## src/rtl/tdes_mode_controller.sv

```systemverilog
// tdes_mode_controller: ECB/CBC chaining and block handshake
// control wrapped around an iterative 3DES core.
module tdes_mode_controller #(
  parameter int unsigned TIMEOUT_CYCLES = 255,
  parameter int unsigned CNT_W          = 8
) (
  input  logic        clk,
  input  logic        n_rst,
  input  logic        cbc_en,
  input  logic        decrypt,
  input  logic [63:0] iv,
  input  logic        iv_load,
  input  logic        in_valid,
  output logic        in_ready,
  input  logic [63:0] in_data,
  output logic        out_valid,
  input  logic        out_ready,
  output logic [63:0] out_data,
  output logic        core_enable,
  output logic [2:0]  core_mode,
  output logic [63:0] core_data_in,
  input  logic        core_data_ready,
  input  logic [63:0] core_data_out,
  output logic        busy,
  output logic        err,
  input  logic        clear_err
);

  localparam logic [2:0] ST_IDLE   = 3'd0;
  localparam logic [2:0] ST_LAUNCH = 3'd1;
  localparam logic [2:0] ST_WAIT   = 3'd2;
  localparam logic [2:0] ST_HOLD   = 3'd3;
  localparam logic [2:0] ST_ERROR  = 3'd4;

  localparam logic [CNT_W-1:0] CNT_MAX =
    CNT_W'(TIMEOUT_CYCLES);

  logic [2:0]       state_q, state_d;
  logic [63:0]      chain_q, chain_d;
  logic [63:0]      blk_q, blk_d;
  logic             cbc_q, cbc_d;
  logic             dec_q, dec_d;
  logic [CNT_W-1:0] cnt_q, cnt_d;
  logic [63:0]      out_q, out_d;
  logic             err_q, err_d;

  logic st_idle, st_launch, st_wait;
  logic st_hold, st_error;
  logic [63:0] result;

  assign st_idle   = (state_q == ST_IDLE);
  assign st_launch = (state_q == ST_LAUNCH);
  assign st_wait   = (state_q == ST_WAIT);
  assign st_hold   = (state_q == ST_HOLD);
  assign st_error  = (state_q == ST_ERROR);

  assign in_ready    = st_idle && !iv_load;
  assign out_valid   = st_hold;
  assign out_data    = out_q;
  assign core_enable = st_launch;
  assign core_mode   = {2'b00, dec_q};
  assign busy        = !st_idle;
  assign err         = err_q;

  // Chain is only rewritten on leaving WAIT, so this stays
  // stable for the whole LAUNCH/WAIT window.
  assign core_data_in = (cbc_q && !dec_q) ?
                        (blk_q ^ chain_q) : blk_q;

  assign result = (cbc_q && dec_q) ?
                  (core_data_out ^ chain_q) : core_data_out;

  // Next-state: block sequencing, chaining and timeout.
  always_comb begin
    state_d = state_q;
    chain_d = chain_q;
    blk_d   = blk_q;
    cbc_d   = cbc_q;
    dec_d   = dec_q;
    cnt_d   = cnt_q;
    out_d   = out_q;
    err_d   = err_q;
    unique case (1'b1)
      st_idle: begin
        if (iv_load) begin
          chain_d = iv;
        end else if (in_valid) begin
          blk_d   = in_data;
          cbc_d   = cbc_en;
          dec_d   = decrypt;
          state_d = ST_LAUNCH;
        end
      end
      st_launch: begin
        cnt_d   = '0;
        state_d = ST_WAIT;
      end
      st_wait: begin
        if (core_data_ready) begin
          out_d = result;
          if (cbc_q) begin
            chain_d = dec_q ? blk_q : core_data_out;
          end
          state_d = ST_HOLD;
        end else if (cnt_q == CNT_MAX) begin
          err_d   = 1'b1;
          state_d = ST_ERROR;
        end else begin
          cnt_d = cnt_q + CNT_W'(1);
        end
      end
      st_hold: begin
        if (out_ready) begin
          state_d = ST_IDLE;
        end
      end
      st_error: begin
        if (clear_err) begin
          err_d   = 1'b0;
          state_d = ST_IDLE;
        end
      end
      default: begin
        state_d = ST_IDLE;
      end
    endcase
  end

  // State and datapath registers, async active-low reset.
  always_ff @(posedge clk or negedge n_rst) begin
    if (!n_rst) begin
      state_q <= ST_IDLE;
      chain_q <= '0;
      blk_q   <= '0;
      cbc_q   <= 1'b0;
      dec_q   <= 1'b0;
      cnt_q   <= '0;
      out_q   <= '0;
      err_q   <= 1'b0;
    end else begin
      state_q <= state_d;
      chain_q <= chain_d;
      blk_q   <= blk_d;
      cbc_q   <= cbc_d;
      dec_q   <= dec_d;
      cnt_q   <= cnt_d;
      out_q   <= out_d;
      err_q   <= err_d;
    end
  end

endmodule

```

## config.mk

```make
export PLATFORM = sky130hd
export DESIGN_NAME = tdes_mode_controller
export DESIGN_NICKNAME = d
export VERILOG_FILES = /design/src/rtl/tdes_mode_controller.sv
export SDC_FILE = /design/constraint.sdc
export NUM_CORES = 1
export LEC_CHECK = 0
export CAP_MARGIN = 25
export CORE_ASPECT_RATIO = 1.1
export CORE_MARGIN = 3
export CORE_UTILIZATION = 52
export CTS_BUF_LIST = sky130_fd_sc_hd__clkbuf_4 sky130_fd_sc_hd__clkbuf_8
export DETAILED_ROUTE_END_ITERATION = 6
export PLACE_DENSITY = 0.88
export SLEW_MARGIN = 20
export SYNTH_ARGS = -nofsm -noshare
export SYNTH_HDL_FRONTEND = slang
export SYNTH_SLANG_ARGS = --single-unit
```

## constraint.sdc

```tcl
create_clock -name clk -period 3.25 [get_ports clk]
set_clock_uncertainty 0.1 [all_clocks]
set_input_delay 0.8125 -clock clk [delete_from_list [all_inputs] [get_ports clk]]
set_output_delay 0.8125 -clock clk [all_outputs]
set_load 0.1 [all_outputs]
```

==> flow_summary.toml <==
[outcome]
outcome = "finished clean"

[drt]
drt_pass1_iterations = 5
post_drt_wl_per_cell_um = 19.8
ant_nets = 0
vias_per_cell = 5.52
vias = 9481
drcViolationCount = 0
detail_route.wirelength_mm = 34.0
wl_met3_mm = 2.48
top_layer = "met5"
wl_met1_mm = 12.6
first_iter_violations = 512
wl_met2_mm = 17.3

[logic_synthesis]
avgSynthCellArea_um2 = 9.44
synth_seq_area_share_pct = 48.8
synthArstFlopShare_pct = 100
yosys-top-cells-area = "dfrtp_1, nand2_1, mux2_2, mux2i_1, o21ai_0"
synthFlopType = "dfrtp_1"
ys_seq_elements = 206
yosys.area.top_type = "dfrtp_1"
yosys_warnings = 0
synth_cells = 1119
synth_top_area_share_pct = 48.8
synth_edf_count = 0
synth.distinct_cells = 38
synth_area_um2 = 10600

[worst_hold_path]
hp-class = "input port to async pin"

[clock_network]
cts_setup_buffers = 0
path_clk_slew_ns = 0.06
clkSinkCount = 206
cts-root-buf = "clkbuf_8"
postCtsHoldBufs = 0
cts_resized = 0
numCtsBuffers = 37
htreeDepth = 2
clock_latency_ns = 0.53
clock_path_buffers = 3
cts_tree = "done"

[place]
numPortBuffers = 334
place_congestion = 0.877
dp_hpwl_mm = 23.3

[critical_path]
worstSetupPathType = "flop to output port"
path_max_fanout = 11
crit_required_ns = 2.34
critical_path.startpoint_type = "flop"
end_kind = "output port"
rr_worst_depth = 6
arrival_ns = 2.14

[global_route]
grt_pass1_vias = 9963
grt_overflow = 0
antenna_found_initial = 1
grt_use_total_pct = 30.5
grt_max_degree = 73
grt_pass1_wl_mm = 53.3

[die]
rows = 54
ios = 337
die_w_um = 142
die_h_um = 156
die-area_um2 = 22100
core_area_um2 = 19900
start_util_pct = 53.2

[sta]
slew_viol_final = 0
fin_tns_setup_ns = 0
hold_violations = 0
rsz0062_at_grt = "false"
worst_slew_margin_rel_pct = 38.1
post-route-period-util_pct = 93.9
max_freq_mhz = 328
period_minus_slack_ns = 3.05
tightest_slew_ns = 0.928
setup_viol = 0

[final_layout]
nets = 1642
num-fill-cells = 1198
drive_gt1_share_pct = 24.6
syn_to_final_growth_pct = 50.5

[run]
maxCapViolCount = 0
kinds of logic (layout without fill, tap and decap cells):
logic type / after synthesis / count (layout) / share of synthesized area [%]
other cells: 1 / 3 / 0.0355
mux: 131 / 131 / 13.2
fa+ha+maj: 1 / 1 / 0.118
compound gates: 211 / 211 / 10.4
buf+inv: 81 / 426 / 3.43
flops: 206 / 206 / 48.8
xor+xnor: 128 / 128 / 10.6
simple gates: 360 / 360 / 13.5
registers in the layout, indices dropped and copies added, names as in the netlist:
| signal | count |
|---|---|
| cbc_q | 1 |
| blk_q | 64 |
| dec_q | 1 |
| cnt_q | 8 |
| err | 1 |
| state_q | 3 |
| out_data | 64 |
| chain_q | 64 |
routing by layer:
metal,vias up,track usage (%)
li1,4345,-
met3,126,6.18
met2,441,52.4
met5,-,0
met1,4567,36.8
met4,2,14.5
synthesized netlist by cell type, types with 2 or more instances:
cell      number
o31ai_1        3
dfrtp_1      206
inv_1          5
buf_1          2
mux2_2        66
buf_4         10
nor3b_1        2
xnor2_1       64
o21ai_0      116
a31oi_1        4
nand2b_1       2
nand3_1        7
clkbuf_1      47
xor2_1        64
nand2_1      266
nor2_1        70
nor2b_1        2
mux2i_1       65
and2_1         2
o21ai_1       16
a21oi_1       67
buf_2         17
per-stage QoR:
stage	setup WS [ns]	cell area, um2	std cells	utilization (%)	hold slack, ns
3_5_place_dp	0.592	15200	1653	76.3	0.371
6_report	0.199	15900	1718	80.1	0.207
2_1_floorplan	0.160	11100	1120	-	0.348
5_1_grt	0.0887	15900	1717	80.0	0.237
3_3_place_gp	0.599	15200	1653	76.3	0.364
4_1_cts	0.140	15900	1717	80.0	0.219
placed cells by master, fill, tap and decap left out, types with 3 or more instances in the layout:
master and n:
nand2_1 265, clkbuf_4 14, xor2_1 64, inv_1 5
a21oi_1 67, dfrtp_1 205, buf_12 73, a31oi_1 4
mux2_2 66, clkdlybuf4s50_1 199, clkinv_2 5, o21ai_1 16
nand3_1 7, o31ai_1 3, mux2i_1 65, nor2_1 69
clkbuf_8 44, o21ai_0 116, buf_4 84, xnor2_2 64
worst max-delay path, cell delays in order (launching register included):
cell and delay [ns]:
dfrtp_1 0.43, nor2b_4 0.37, buf_4 0.26, nand2_1 0.12, xnor2_2 0.21, buf_12 0.21
area by class of cell:
type                    instances  area [um2]  share of cell area (%)
diodes                          1        2.50                  0.0157
clock buffers                  57         697                    4.38
clock inverters                 7        40.0                   0.252
inverters                       5        18.8                   0.118
multi-input cells             833        5570                    35.0
flip-flops and latches        206        5160                    32.4
well taps                     252         315                    1.98
repair buffers                357        4100                    25.8
worst paths after layout:
| check | endpoint | startpoint | slack [ns] |
|---|---|---|---|
| min reg2reg | out_data[29] | out_data[29] | 0.38 |
| min | out_data[36] | n_rst | 0.21 |
| max | core_data_in[56] | cbc_q | 0.20 |
| min in group clk | out_data[29] | out_data[29] | 0.38 |
| max reg2reg | chain_q[29] | dec_q | 0.70 |
| max in group asynchronous | out_data[18] | n_rst | 1.97 |
Power is left out: the tool's default activity adds up to more than one toggle a clock period on the data nets, which glitch-free logic cannot reach.
